`config.mk`:
```
export PLATFORM = sky130hd
export DESIGN_NAME = core_idu_shift_dec_flat
export DESIGN_NICKNAME = d
export VERILOG_FILES = /design/src/rtl/core_idu_shift_dec_pkg.sv /design/src/rtl/core_idu_shift_dec_if.sv /design/src/rtl/core_skid_buf2.sv /design/src/rtl/core_idu_shift_dec.sv /design/src/flat_wrapper.sv
export SDC_FILE = /design/constraint.sdc
export NUM_CORES = 1
export LEC_CHECK = 0
export BUFFER_PORTS_ARGS = -buffer_cell sky130_fd_sc_hd__buf_2
export CELL_PAD_IN_SITES_DETAIL_PLACEMENT = 1
export CELL_PAD_IN_SITES_GLOBAL_PLACEMENT = 2
export CORE_AREA = 2 2 162 164
export DETAILED_ROUTE_END_ITERATION = 8
export DIE_AREA = 0 0 164 166
export HOLD_SLACK_MARGIN = 0.08
export PLACE_DENSITY = 0.87
export SYNTH_ARGS = -nofsm -noshare
export SYNTH_HDL_FRONTEND = slang
export SYNTH_SLANG_ARGS = --single-unit
```
`constraint.sdc`:
```
create_clock -name clk -period 9.6 [get_ports clk]
set_input_delay 0.48 -clock clk [delete_from_list [all_inputs] [get_ports clk]]
set_output_delay 0.48 -clock clk [all_outputs]
set_load 0.005 [all_outputs]
```
`src/rtl/core_idu_shift_dec_pkg.sv`:
```
// Shared decode constants, the decoded-entry record and the shift decode
// function for the IDU shift-class decode stage.
package core_idu_shift_dec_pkg;

   localparam logic [6:0] OPC_OP    = 7'b0110011;
   localparam logic [6:0] OPC_OPIMM = 7'b0010011;

   localparam int OP_TYPE_W = 6;

   localparam logic [OP_TYPE_W-1:0] OP_TYPE_NONE = 6'd0;
   localparam logic [OP_TYPE_W-1:0] OP_TYPE_SLL  = 6'd1;
   localparam logic [OP_TYPE_W-1:0] OP_TYPE_SLLI = 6'd2;
   localparam logic [OP_TYPE_W-1:0] OP_TYPE_SRL  = 6'd3;
   localparam logic [OP_TYPE_W-1:0] OP_TYPE_SRLI = 6'd4;
   localparam logic [OP_TYPE_W-1:0] OP_TYPE_SRA  = 6'd5;
   localparam logic [OP_TYPE_W-1:0] OP_TYPE_SRAI = 6'd6;

   localparam logic [2:0] F3_SLL = 3'b001;
   localparam logic [2:0] F3_SRX = 3'b101;
   localparam logic [6:0] F7_LOG = 7'b0000000;
   localparam logic [6:0] F7_ARI = 7'b0100000;

   typedef struct packed {
      logic [31:0]          pc;
      logic [31:0]          inst;
      logic [OP_TYPE_W-1:0] op_type;
      logic [4:0]           rs1_idx;
      logic [4:0]           rs2_idx;
      logic [4:0]           rd_idx;
      logic [31:0]          imme;
      logic                 rd_we;
      logic                 is_shift;
      logic                 illegal;
   } dec_pkt_t;

   localparam int DEC_PKT_W = $bits(dec_pkt_t);

   // Pure combinational decode of one raw word into a buffer entry.
   function automatic dec_pkt_t shift_decode(input logic [31:0] inst, input logic [31:0] pc);
      dec_pkt_t             p;
      logic                 is_imm;
      logic                 is_reg;
      logic                 shift_grp;
      logic                 legal;
      logic [OP_TYPE_W-1:0] op;
      logic [6:0]           f7;
      logic [2:0]           f3;

      is_imm    = (inst[6:0] == OPC_OPIMM);
      is_reg    = (inst[6:0] == OPC_OP);
      f3        = inst[14:12];
      f7        = inst[31:25];
      shift_grp = (is_imm | is_reg) & ((f3 == F3_SLL) | (f3 == F3_SRX));
      legal     = 1'b0;
      op        = OP_TYPE_NONE;

      if (shift_grp) begin
         if (f3 == F3_SLL) begin
            legal = (f7 == F7_LOG);
            op    = is_imm ? OP_TYPE_SLLI : OP_TYPE_SLL;
         end else if (f7 == F7_LOG) begin
            legal = 1'b1;
            op    = is_imm ? OP_TYPE_SRLI : OP_TYPE_SRL;
         end else if (f7 == F7_ARI) begin
            legal = 1'b1;
            op    = is_imm ? OP_TYPE_SRAI : OP_TYPE_SRA;
         end
      end

      p.pc       = pc;
      p.inst     = inst;
      p.rs1_idx  = inst[19:15];
      p.rd_idx   = inst[11:7];
      // Immediate forms carry the shift amount in the rs2 field; report no rs2.
      p.rs2_idx  = is_imm ? 5'd0 : inst[24:20];
      p.imme     = is_imm ? {{20{inst[31]}}, inst[31:20]} : 32'd0;
      p.op_type  = legal ? op : OP_TYPE_NONE;
      p.is_shift = legal;
      p.illegal  = shift_grp & ~legal;
      p.rd_we    = legal & (inst[11:7] != 5'd0);
      return p;
   endfunction

endpackage

```
`src/rtl/core_idu_shift_dec_if.sv`:
```
// Bundle of the IFU-side and EXU-side handshakes of the shift decode stage.
// master = environment (IFU producer / EXU consumer), slave = the decode stage.
interface core_idu_shift_dec_if
   import core_idu_shift_dec_pkg::*;
#(
   parameter int CNT_W = 32
);
   logic                 inst_valid;
   logic                 inst_ready;
   logic [31:0]          inst;
   logic [31:0]          inst_pc;
   logic                 dec_valid;
   logic                 dec_ready;
   logic [31:0]          dec_pc;
   logic [31:0]          dec_inst;
   logic [OP_TYPE_W-1:0] op_type;
   logic [4:0]           rs1_idx;
   logic [4:0]           rs2_idx;
   logic [4:0]           rd_idx;
   logic [31:0]          imme;
   logic                 rd_we;
   logic                 dec_is_shift;
   logic                 dec_illegal;
   logic [CNT_W-1:0]     shift_cnt;

   modport master (
      output inst_valid, inst, inst_pc, dec_ready,
      input  inst_ready, dec_valid, dec_pc, dec_inst, op_type, rs1_idx, rs2_idx,
             rd_idx, imme, rd_we, dec_is_shift, dec_illegal, shift_cnt
   );

   modport slave (
      input  inst_valid, inst, inst_pc, dec_ready,
      output inst_ready, dec_valid, dec_pc, dec_inst, op_type, rs1_idx, rs2_idx,
             rd_idx, imme, rd_we, dec_is_shift, dec_illegal, shift_cnt
   );
endinterface

```
`src/rtl/core_skid_buf2.sv`:
```
// Generic 2-entry valid/ready FIFO buffer with flush. Output data reads
// zero while empty so downstream never sees stale entries.
module core_skid_buf2 #(
   parameter int W     = 8,
   parameter int DEPTH = 2
) (
   input  logic         clk,
   input  logic         rst_n,
   input  logic         flush,
   input  logic         in_valid,
   output logic         in_ready,
   input  logic [W-1:0] in_data,
   output logic         out_valid,
   input  logic         out_ready,
   output logic [W-1:0] out_data
);
   localparam logic [1:0] FULL = 2'(DEPTH);

   logic [W-1:0] mem_q [2];
   logic [W-1:0] mem_d [2];
   logic         head_q, head_d;
   logic         tail_q, tail_d;
   logic [1:0]   count_q, count_d;
   logic         push, pop;

   // Handshake, pointer and occupancy update; flush wins over push and pop.
   always_comb begin
      in_ready  = (count_q != FULL);
      out_valid = (count_q != 2'd0);
      push      = in_valid & in_ready;
      pop       = out_valid & out_ready;
      out_data  = out_valid ? mem_q[head_q] : '0;
      mem_d     = mem_q;
      head_d    = head_q;
      tail_d    = tail_q;
      count_d   = count_q;
      if (flush) begin
         head_d  = 1'b0;
         tail_d  = 1'b0;
         count_d = 2'd0;
      end else begin
         if (push) begin
            mem_d[tail_q] = in_data;
            tail_d        = ~tail_q;
         end
         if (pop) begin
            head_d = ~head_q;
         end
         case ({push, pop})
            2'b10:   count_d = count_q + 2'd1;
            2'b01:   count_d = count_q - 2'd1;
            default: count_d = count_q;
         endcase
      end
   end

   // Control state: reset empties the buffer immediately.
   always_ff @(posedge clk or negedge rst_n) begin
      if (!rst_n) begin
         head_q  <= 1'b0;
         tail_q  <= 1'b0;
         count_q <= 2'd0;
      end else begin
         head_q  <= head_d;
         tail_q  <= tail_d;
         count_q <= count_d;
      end
   end

   // Payload storage; validity is tracked by count, so no reset is needed.
   always_ff @(posedge clk) begin
      mem_q <= mem_d;
   end

endmodule

```
`src/rtl/core_idu_shift_dec.sv`:
```
// Registered RV32I shift-class decode stage: decodes the incoming word,
// buffers it in a 2-entry FIFO and presents the head entry to the EXU.
module core_idu_shift_dec
   import core_idu_shift_dec_pkg::*;
#(
   parameter int DEPTH = 2,
   parameter int CNT_W = 32
) (
   input  logic                 clk,
   input  logic                 rst_n,
   input  logic                 flush,
   core_idu_shift_dec_if.slave  io
);
   dec_pkt_t         in_pkt;
   dec_pkt_t         head_pkt;
   logic [DEC_PKT_W-1:0] head_bits;
   logic             dec_valid;
   logic             dec_fire;
   logic [CNT_W-1:0] shift_cnt_q, shift_cnt_d;

   // Decode the word currently offered by the IFU.
   always_comb begin
      in_pkt = shift_decode(io.inst, io.inst_pc);
   end

   core_skid_buf2 #(
      .W     (DEC_PKT_W),
      .DEPTH (DEPTH)
   ) u_buf (
      .clk       (clk),
      .rst_n     (rst_n),
      .flush     (flush),
      .in_valid  (io.inst_valid),
      .in_ready  (io.inst_ready),
      .in_data   (in_pkt),
      .out_valid (dec_valid),
      .out_ready (io.dec_ready),
      .out_data  (head_bits)
   );

   assign head_pkt = dec_pkt_t'(head_bits);
   assign dec_fire = dec_valid & io.dec_ready;

   // Count legal shifts handed to the EXU, saturating; flush cycles do not count.
   always_comb begin
      shift_cnt_d = shift_cnt_q;
      if (!flush && dec_fire && head_pkt.is_shift && (shift_cnt_q != '1)) begin
         shift_cnt_d = shift_cnt_q + 1'b1;
      end
   end

   // Counter register.
   always_ff @(posedge clk or negedge rst_n) begin
      if (!rst_n) begin
         shift_cnt_q <= '0;
      end else begin
         shift_cnt_q <= shift_cnt_d;
      end
   end

   assign io.dec_valid    = dec_valid;
   assign io.dec_pc       = head_pkt.pc;
   assign io.dec_inst     = head_pkt.inst;
   assign io.op_type      = head_pkt.op_type;
   assign io.rs1_idx      = head_pkt.rs1_idx;
   assign io.rs2_idx      = head_pkt.rs2_idx;
   assign io.rd_idx       = head_pkt.rd_idx;
   assign io.imme         = head_pkt.imme;
   assign io.rd_we        = head_pkt.rd_we;
   assign io.dec_is_shift = head_pkt.is_shift;
   assign io.dec_illegal  = head_pkt.illegal;
   assign io.shift_cnt    = shift_cnt_q;

endmodule

```
`src/flat_wrapper.sv`:
```
// flat-port wrapper written by rule: the top's interface ports become plain ports
module core_idu_shift_dec_flat import core_idu_shift_dec_pkg::*;
#(
   parameter int DEPTH = 2,
   parameter int CNT_W = 32
)
  (clk, rst_n, flush, io_inst_valid, io_inst, io_inst_pc, io_dec_ready, io_inst_ready, io_dec_valid, io_dec_pc, io_dec_inst, io_op_type, io_rs1_idx, io_rs2_idx, io_rd_idx, io_imme, io_rd_we, io_dec_is_shift, io_dec_illegal, io_shift_cnt);
  core_idu_shift_dec_if #(.CNT_W(CNT_W)) io_i ();
  input  logic clk;
  input  logic rst_n;
  input  logic flush;
  input wire logic [$bits(io_i.inst_valid)-1:0] io_inst_valid;
  input wire logic [$bits(io_i.inst)-1:0] io_inst;
  input wire logic [$bits(io_i.inst_pc)-1:0] io_inst_pc;
  input wire logic [$bits(io_i.dec_ready)-1:0] io_dec_ready;
  output wire logic [$bits(io_i.inst_ready)-1:0] io_inst_ready;
  output wire logic [$bits(io_i.dec_valid)-1:0] io_dec_valid;
  output wire logic [$bits(io_i.dec_pc)-1:0] io_dec_pc;
  output wire logic [$bits(io_i.dec_inst)-1:0] io_dec_inst;
  output wire logic [$bits(io_i.op_type)-1:0] io_op_type;
  output wire logic [$bits(io_i.rs1_idx)-1:0] io_rs1_idx;
  output wire logic [$bits(io_i.rs2_idx)-1:0] io_rs2_idx;
  output wire logic [$bits(io_i.rd_idx)-1:0] io_rd_idx;
  output wire logic [$bits(io_i.imme)-1:0] io_imme;
  output wire logic [$bits(io_i.rd_we)-1:0] io_rd_we;
  output wire logic [$bits(io_i.dec_is_shift)-1:0] io_dec_is_shift;
  output wire logic [$bits(io_i.dec_illegal)-1:0] io_dec_illegal;
  output wire logic [$bits(io_i.shift_cnt)-1:0] io_shift_cnt;
  assign io_i.inst_valid = io_inst_valid;
  assign io_i.inst = io_inst;
  assign io_i.inst_pc = io_inst_pc;
  assign io_i.dec_ready = io_dec_ready;
  assign io_inst_ready = io_i.inst_ready;
  assign io_dec_valid = io_i.dec_valid;
  assign io_dec_pc = io_i.dec_pc;
  assign io_dec_inst = io_i.dec_inst;
  assign io_op_type = io_i.op_type;
  assign io_rs1_idx = io_i.rs1_idx;
  assign io_rs2_idx = io_i.rs2_idx;
  assign io_rd_idx = io_i.rd_idx;
  assign io_imme = io_i.imme;
  assign io_rd_we = io_i.rd_we;
  assign io_dec_is_shift = io_i.dec_is_shift;
  assign io_dec_illegal = io_i.dec_illegal;
  assign io_shift_cnt = io_i.shift_cnt;
  core_idu_shift_dec #(.DEPTH(DEPTH), .CNT_W(CNT_W)) u_core (.clk(clk), .rst_n(rst_n), .flush(flush), .io(io_i));
endmodule
```
==> impl_metrics.ini, run 1 <==
[status]
status = finished, final reports clean

[critical_path]
path_buf_inv = 2
cp-start-kind = flip-flop
r2r_setup_slack_ps = 6590
slowest_stage = dfrtp_4
cp_data_arrival_time_ps = 3320
critPathKind = flip-flop to primary output
path_cells = buf_4, mux2i_1, nor2_1, buf_2
critPathMaxStageDelay_ps = 1140
reg2reg_from = u_core.u_buf.head_q
cp_max_fo = 63
cp-end-kind = primary output
cp_data_required_time_ps = 9120
crit_start = u_core.u_buf.head_q
path_delay_family = flip-flops

[placed_design]
dp_worst_setup_slack_ps = 6250
hpwl_mm = 13.3
gp_congestion = 0.757
port_buffers = 219
placed_area_mm2 = 0.0100

[drt]
routed_wl_mm = 20.2
drt_iter0_markers = 224
wl_per_cell_um = 17.4
first_pass_iters = 4
viasPerCell = 4.71
drc = 0
antenna_left = 0
num_vias = 5470

[final_layout]
area_growth_pct = 22.6
regArea_mm2 = 0.00613
n_fill_cell = 2723
fin_nets = 880
drive_gt1_share_pct = 32.8
multiInputGateArea_mm2 = 0.00232
fin_area_mm2 = 0.0108

[grt]
grt.overflow.total = 0
grtUsageTotal_pct = 14.7
grt_pass1_wl_mm = 31.5
antenna_found_initial = 1
grt_start_max_net_pins = 89
grt_pass1_vias = 5714

[synth]
netlist_area_mm2 = 0.00878
synth_seq_cells = 210
synth_most_common_cell = edfxtp_1
syn-instance-count = 612
synth_edf_count = 174
synth_area_leaders = edfxtp_1, dfrtp_1, mux2i_1
synth_top_area_share_pct = 59.5
syn_area_per_cell_um2 = 14.4
ys_seq_area_share_pct = 69.7
ys_warn_count = 0
synthArstFlopShare_pct = 17.1
yosysTopAreaCell = edfxtp_1
yosysUniqueCellTypes = 40
yosys-top-cells-count = edfxtp_1, nor2_1, mux2i_1
synthFlopType = edfxtp_1

[power]
p_leak_uw = 0.00437
power.density_mw_per_mm2 = 195
vdd_drop_max_mv = 0.120

[sta]
setup_viol = 0
fin_crit_sh_pct = 39.6
finalSetupTns_ps = 0
whs_ps = 68.4
hold_viol = 0
slew_viol_final = 0
maxSlewHeadroom_pct = 24.1
fin_skew_ps = 14.3
period_needed_ps = 3800
tightest_slew_ps = 1140
max_clock_freq_ghz = 0.263
setup_slack_ps = 5800
rsz0062_at_grt = false

[floorplanning]
die_width_um = 164
coreArea_mm2 = 0.0256
dieArea_mm2 = 0.0272
rows = 59
die_y_um = 166
ioPinCount = 223
start_util_pct = 34.3

[clock_tree]
clockBufferDepth = 3
path_clk_slew_ps = 60
root_buffer = clkbuf_16
tritoncts = done
post-cts-setup-buffers = 0
cts_resized = 0
htreeDepth = 1
clk_latency_ps = 510
clkSinkCount = 210
cts_inserted_buffers = 24
hold_buffers = 0

[worst_hold_path]
hold_path_class = primary input to asynchronous set/reset pin

[job]
drv_cap = 0
==> state kept, by name (all words and copies together), names as in the netlist <==
register and flops:
u_core.io.shift_cnt 32, u_core.u_buf.tail_q 1, u_core.u_buf.head_q 1, u_core.u_buf.mem_q 174, u_core.u_buf.count_q 2
==> routing by layer <==
layer | track usage, % | part of all wire (%) | up-vias
li1 | - | - | 2586
met1 | 18.3 | 42 | 2714
met2 | 26.1 | 51 | 147
met3 | 2.60 | 5.4 | 23
met4 | 3.97 | 1.8 | 0
met5 | 0 | 0 | -
==> where the power goes <==
part	switching [uW]	total, uW	internal (uW)
logic	108	193	85.7
clock network	355	847	492
registers	30.4	1060	1030
total	493	2100	1610
==> worst register-to-register path, delay by kind of cell, from the launching register on <==
family / cells / cell delay (ps)
muxes: 2 / 680
and+or+nand+nor: 1 / 470
AOI/OAI and AO/OA: 1 / 610
DFF: 1 / 1140
==> path summary, 6_finish.rpt <==
check                                          end  cells past startpoint
setup / recovery                       io_imme[12]                      4
hold / removal              u_core.io.shift_cnt[7]                      1
min in group clk           u_core.u_buf.mem_q[107]                      1
setup reg to reg            u_core.io.shift_cnt[1]                      4
max in group asynchronous      u_core.u_buf.head_q                      1
hold reg to reg            u_core.io.shift_cnt[19]                      1
==> cells by family after synthesis <==
group / after synthesis / synth area share, %
AOI/OAI and AO/OA: 12 / 1.13
xor gates and xnor gates: 32 / 3.19
adders and majority gates: 1 / 0.142
buffers and inverters: 60 / 4.07
DFF: 210 / 69.7
muxes: 88 / 10.0
other: 1 / 0.0427
and+or+nand+nor: 208 / 11.6
==> area by class of cell <==
| cell class | instances | area share (%) |
|---|---|---|
| flip-flops and latches | 210 | 56.9 |
| multi-input cells | 344 | 21.6 |
| repair buffers | 226 | 10.7 |
| clock buffers | 31 | 5.82 |
| well taps | 335 | 3.89 |
| clock inverters | 11 | 0.976 |
| inverters | 4 | 0.139 |
| diodes | 1 | 0.0232 |
==> stage by stage <==
stage | std cells | util, % | power, uW
CTS | 1161 | 42.0 | 2130
global placement | 1119 | 39.2 | 1270
global route | 1162 | 42.1 | 2190
floorplan | 614 | - | 1190
finish | 1162 | 42.1 | 2100
detailed placement | 1119 | 39.2 | 1280
==> cells in the final DEF, fill, tap and decap left out, types with 15 or more instances in the layout <==
cell / count
nor2_1: 107
xnor2_1: 22
buf_2: 219
and2_1: 17
clkbuf_16: 24
mux2i_1: 87
edfxtp_1: 174
dfrtp_1: 35
nand4_1: 15
nand3_1: 15
(Power assumes the default switching activity.)
==> run 2, diff against run 1 <==
==> constraint.sdc (replaced) <==
create_clock -name clk -period 3.7 [get_ports clk]
set_input_delay 0.185 -clock clk [delete_from_list [all_inputs] [get_ports clk]]
set_output_delay 0.185 -clock clk [all_outputs]
set_load 0.005 [all_outputs]
==> run 2 against run 1 <==
Net effect:
- clock skew shrank 6.6 ps
- register-to-register slack worse by 5100 ps
- combinational power increased to 3.2 times the previous value
- global-route usage is 1.3 points higher
- power increased to 2.7 times the previous value
- core utilization increased by 3.0 points
- largest cell class unchanged
- worst setup slack lost 4900 ps
- critical path depth unchanged
- via count increased by 5.0%
==> impl_metrics.ini, run 2 (synthesis gave the netlist of run 1 again) <==
[drt]
routed_wl_mm = 22.1
drc = 0
wl_per_cell_um = 18.0
drt_iter0_markers = 295
antenna_left = 0
viasPerCell = 4.67
first_pass_iters = 4
num_vias = 5742

[clock_tree]
tritoncts = done
htreeDepth = 1
cts_inserted_buffers = 24
root_buffer = clkbuf_16
clk_latency_ps = 500
path_clk_slew_ps = 60
clkSinkCount = 210
clockBufferDepth = 3
cts_resized = 0

[critical_path]
reg2reg_to = u_core.io.shift_cnt[4]
timing.reg2reg.worst_path_depth = 6
cp-end-kind = primary output
cp_data_required_time_ps = 3510
cp_max_fo = 43
reg2reg_from = u_core.io.shift_cnt[0]
r2r_setup_slack_ps = 1510
endpoint = io_imme[24]
crit_start = u_core.u_buf.head_q
cp_data_arrival_time_ps = 2660
critPathKind = flip-flop to primary output
cp-start-kind = flip-flop

[placed_design]
port_buffers = 219
placed_area_mm2 = 0.0101
gp_congestion = 0.745
dpl.cell_count = 1122
hpwl_mm = 13.8

[sta]
slew_viol_final = 0
fin_crit_sh_pct = 76.9
finalSetupTns_ps = 0
hold_viol = 0
setup_viol = 0
tightest_slew_ps = 859
whs_ps = 114
max_clock_freq_ghz = 0.351
maxSlewHeadroom_pct = 42.5
period_needed_ps = 2850
rsz0062_at_grt = false
fin_skew_ps = 7.71

[floorplanning]
start_util_pct = 34.3
ioPinCount = 223
die_y_um = 166
die_width_um = 164
dieArea_mm2 = 0.0272
rows = 59
coreArea_mm2 = 0.0256

[final_layout]
area_growth_pct = 31.5
most-common-layout-cells = buf_2, edfxtp_1, nor2_1
fin_area_mm2 = 0.0116
regMostFlops = u_core.u_buf.mem_q
drive_gt1_share_pct = 30.2
largest_reg_flops = 174
instances_no_fill = 1230
fin_nets = 951
final_common_cell = buf_2

[status]
status = finished, final reports clean

[grt]
antenna_found_initial = 2
grtUsageTotal_pct = 16.0
grt_pass1_vias = 6187
grt.overflow.total = 0
grt_pass1_wl_mm = 34.1
grt_start_max_net_pins = 74

[power]
vdd_drop_max_mv = 0.295
p_leak_uw = 0.00470
power.density_mw_per_mm2 = 495
p_total_uw = 5720

[job]
drv_cap = 0

[worst_hold_path]
hold_path_class = primary input to flip-flop
hold_depth = 4
[run 2: changes by cell type in the layout (fill, tap and decap cells not counted), moves of 3 or more]
cell | previous run | this run
bufinv_16 | 1 | 4
clkbuf_1 | 7 | 4
clkinv_1 | 1 | 4
clkinv_2 | 4 | 1
dlygate4sd3_1 | 0 | 68
[run 2: worst min-delay path by stage]
stage / from / slack (ps) / endpoint
6_report: io_dec_ready / 110 / u_core.u_buf.count_q[1]
5_1_grt: io_dec_ready / 160 / u_core.u_buf.count_q[1]
4_1_cts: io_dec_ready / 90 / u_core.u_buf.count_q[1]
3_5_place_dp: rst_n / 340 / u_core.io.shift_cnt[6]
3_3_place_gp: rst_n / 320 / u_core.io.shift_cnt[6]
2_1_floorplan: rst_n / -110 / u_core.io.shift_cnt[0]
[run 2: critical path, stage by stage, from the launching register on]
cell and delay, ps:
dfrtp_4 420, buf_4 600, mux2i_1 160, nor2_1 680, buf_2 260
[run 2: area by class of cell]
| type | count | area, um2 |
|---|---|---|
| timing repair buffer | 297 | 1860 |
| antenna | 2 | 5.00 |
| inverter | 4 | 15.0 |
| multi-input combinational | 344 | 2340 |
| clock buffer | 29 | 641 |
| fill | 2682 | 14100 |
| clock inverter | 9 | 140 |
| sequential | 210 | 6130 |
| tap | 335 | 419 |
[run 2: metal layers]
layer | track usage, % | routed length, um | vias to the layer above | part of all wire, %
li1 | - | - | 2714 | -
met5 | 0 | 0 | - | 0
met2 | 29.1 | 11500 | 144 | 52
met4 | 4.69 | 669 | 0 | 3.0
met1 | 19.1 | 8870 | 2843 | 40
met3 | 2.77 | 1020 | 41 | 4.6
[run 2: through the flow]
stage          worst slack [ps]  utilization (%)
2_1_floorplan              -885                -
3_5_place_dp               1310             39.4
4_1_cts                     784             45.1
3_3_place_gp               1310             39.4
5_1_grt                     559             45.1
6_report                    855             45.1
[run 2: what timing repair did]
item / 4_1_cts / 5_1_grt
hold endpoints to repair: 202 / 0
setup buffers: 0 / 0
hold buffers: 68 / 0
[run 2: power breakdown]
group          leakage (uW)  total, uW  switching [uW]  internal, uW
Clock              0.000380       2380             892          1490
Sequential          0.00212       2710            46.6          2670
Combinational       0.00220        618             342           276
==> run 3, diff against run 2 <==
--- a/config.mk
+++ b/config.mk
@@ -5,14 +5,15 @@
 export SDC_FILE = /design/constraint.sdc
 export NUM_CORES = 1
 export LEC_CHECK = 0
+export ABC_AREA = 1
 export BUFFER_PORTS_ARGS = -buffer_cell sky130_fd_sc_hd__buf_2
 export CELL_PAD_IN_SITES_DETAIL_PLACEMENT = 1
 export CELL_PAD_IN_SITES_GLOBAL_PLACEMENT = 2
-export CORE_AREA = 2 2 162 164
+export CORE_AREA = 2 2 172 174
 export DETAILED_ROUTE_END_ITERATION = 8
-export DIE_AREA = 0 0 164 166
+export DIE_AREA = 0 0 174 176
 export HOLD_SLACK_MARGIN = 0.08
-export PLACE_DENSITY = 0.87
+export PLACE_DENSITY = 0.89
 export SYNTH_ARGS = -nofsm -noshare
 export SYNTH_HDL_FRONTEND = slang
 export SYNTH_SLANG_ARGS = --single-unit
==> constraint.sdc (replaced) <==
create_clock -name clk -period 2.63 [get_ports clk]
set_input_delay 0.1315 -clock clk [delete_from_list [all_inputs] [get_ports clk]]
set_output_delay 0.1315 -clock clk [all_outputs]
set_load 0.005 [all_outputs]
==> run 3 against run 2 <==
Net effect:
- die area is 12% higher
- via count grew 30%
- clock-buffer cell count stayed put
- power increased by 72%
- register-to-register slack lost 940 ps
- worst setup slack lost 610 ps
- synthesized area up 6.8%
- final cell count rose by 31%
- sequential power is 48% higher
- clock skew is 11 ps higher
- highest routed layer is now met5
==> impl_metrics.ini, run 3 <==
[status]
status = finished, final reports clean

[critical_path]
cp_data_arrival_time_ps = 2260
cp_max_fo = 38
r2r_setup_slack_ps = 570
slowest_stage = dfrtp_4
cp_data_required_time_ps = 2500
critPathKind = flip-flop to primary output
critPathMaxStageDelay_ps = 560
cp-start-kind = flip-flop
path_buf_inv = 4
cp-end-kind = primary output
path_cells = inv_2, buf_16, nand2_1, a21oi_1, buf_4, buf_2
path_delay_family = buffers and inverters

[final_layout]
n_fill_cell = 3294
multiInputGateArea_mm2 = 0.00268
largest_reg_flops = 174
final_common_cell = nand2_1
instances_no_fill = 1608
regMostFlops = u_core.u_buf.mem_q
antenna_cells = 0
area_growth_pct = 30.1
drive_gt1_share_pct = 23.0
regArea_mm2 = 0.00613
most-common-layout-cells = nand2_1, buf_2, edfxtp_1
utilization_pct = 42.7
fin_nets = 1276

[sta]
setup_slack_ps = 243
maxSlewHeadroom_pct = 42.6
fin_skew_ps = 19.1
period_needed_ps = 2390
tightest_slew_ps = 860
finalSetupTns_ps = 0
fin_crit_sh_pct = 90.8
setup_viol = 0
slew_viol_final = 0
rsz0062_at_grt = false
max_clock_freq_ghz = 0.419
hold_viol = 0

[clock_tree]
path_clk_slew_ps = 60
htreeDepth = 1
root_buffer = clkbuf_16
post-cts-setup-buffers = 0
clk_latency_ps = 520
cts_inserted_buffers = 24
tritoncts = done
clockBufferDepth = 3
clkSinkCount = 210

[synth]
yosys-top-cells-count = nand2_1, edfxtp_1, a21oi_1
synthFlopType = edfxtp_1
synth_most_common_cell = nand2_1
yosysUniqueCellTypes = 28
synth_seq_cells = 210
yosysTopAreaCell = edfxtp_1
syn-instance-count = 947
syn_area_per_cell_um2 = 9.90
synthArstFlopShare_pct = 17.1
ys_seq_area_share_pct = 65.3
synth_edf_count = 174
netlist_area_mm2 = 0.00938
ys_warn_count = 0
synth_area_leaders = edfxtp_1, nand2_1, dfrtp_1
synth_top_area_share_pct = 55.7

[placed_design]
dpl.cell_count = 1495
port_buffers = 219
hpwl_mm = 17.5
dp_worst_setup_slack_ps = 589
gp_congestion = 0.768

[grt]
grt_pass1_vias = 7795
grt_pass1_wl_mm = 41.9
grt.overflow.total = 0
antenna_found_initial = 1
grtUsageTotal_pct = 17.1
grt_start_max_net_pins = 89

[floorplanning]
rows = 62
start_util_pct = 32.8
die_width_um = 174
ioPinCount = 223
dieArea_mm2 = 0.0306
die_y_um = 176
coreArea_mm2 = 0.0285

[drt]
viasPerCell = 4.64
num_vias = 7460
routed_wl_mm = 27.2
first_pass_iters = 4
drt_iter0_markers = 336
wl_per_cell_um = 16.9
drc = 0
antenna_left = 0

[power]
p_total_uw = 9860
p_leak_uw = 0.00526
vdd_drop_max_mv = 0.587
power.density_mw_per_mm2 = 808

[worst_hold_path]
hold_path_class = primary input to flip-flop

[job]
drv_cap = 0
## run 3: cell types whose count changed after synthesis, sizes merged, moves of 14 or more
cell,delta
nor2,-23
nand2,+366
clkbuf,+14
xnor2,-16
inv,+52
a21oi,+85
and2,-17
mux2i,-87
## run 3: power by group
part           switching [uW]  total [uW]  internal [uW]
combinational            1700        2770           1060
sequential                121        4000           3880
clock                    1310        3090           1780
total                    3140        9860           6720
## run 3: cells by family after synthesis
group	Yosys count	synth area share [%]
AO/OA/AOI/OAI	99	5.31
XOR/XNOR	12	1.12
adder cells (fa/ha/maj)	1	0.133
buffers and inverters	123	6.66
flip-flops	210	65.3
other	1	0.0400
AND/OR/NAND/NOR	501	21.4
## run 3: what timing repair did
item                                   in CTS  in global routing
endpoints found under the hold margin     209                  0
resized for setup                           0                  1
setup endpoints to repair                   0                 21
hold buffers                               68                  0
## run 3: worst reg2reg max path, stage by stage (launching register included)
cell,delay (ps)
dfrtp_1,430
ha_1,280
inv_1,120
nor2_4,170
nand2_4,100
nor2_8,140
nand2_4,90
nand2_4,90
buf_4,340
nand2_1,130
nand2_1,100
## run 3: metal layers
layer,part of all wire [%],wire length (um),global-route usage (%)
met1,42,11300,21.0
met2,50,13700,30.8
met3,5.7,1540,3.45
met4,2.2,595,4.45
met5,0.026,7,0
## run 3: final cells by class
class | count | area share [%]
Inverter | 56 | 1.74
Clock inverter | 15 | 0.964
Clock buffer | 29 | 5.08
Sequential cell | 210 | 50.2
Multi-Input combinational cell | 616 | 22.0
Tap cell | 384 | 3.94
Timing Repair Buffer | 298 | 16.1
## run 3: path summary, 6_finish.rpt
path                                              from                       to  cells after the start
worst min-delay path                      io_dec_ready  u_core.io.shift_cnt[18]                      5
worst max register to register  u_core.io.shift_cnt[0]  u_core.io.shift_cnt[13]                     10
max in group asynchronous                        rst_n      u_core.u_buf.head_q                      2
min in group asynchronous                        rst_n  u_core.io.shift_cnt[31]                      2
worst min register to register  u_core.io.shift_cnt[1]   u_core.io.shift_cnt[1]                      2
worst max-delay path               u_core.u_buf.head_q              io_imme[23]                      6
## run 3: through the flow
stage / hold slack (ps) / instance area (um2)
6_report: 132 / 12200
5_1_grt: 166 / 12200
2_1_floorplan: -164 / 9420
3_3_place_gp: 298 / 10700
4_1_cts: 114 / 12200
3_5_place_dp: 297 / 10700
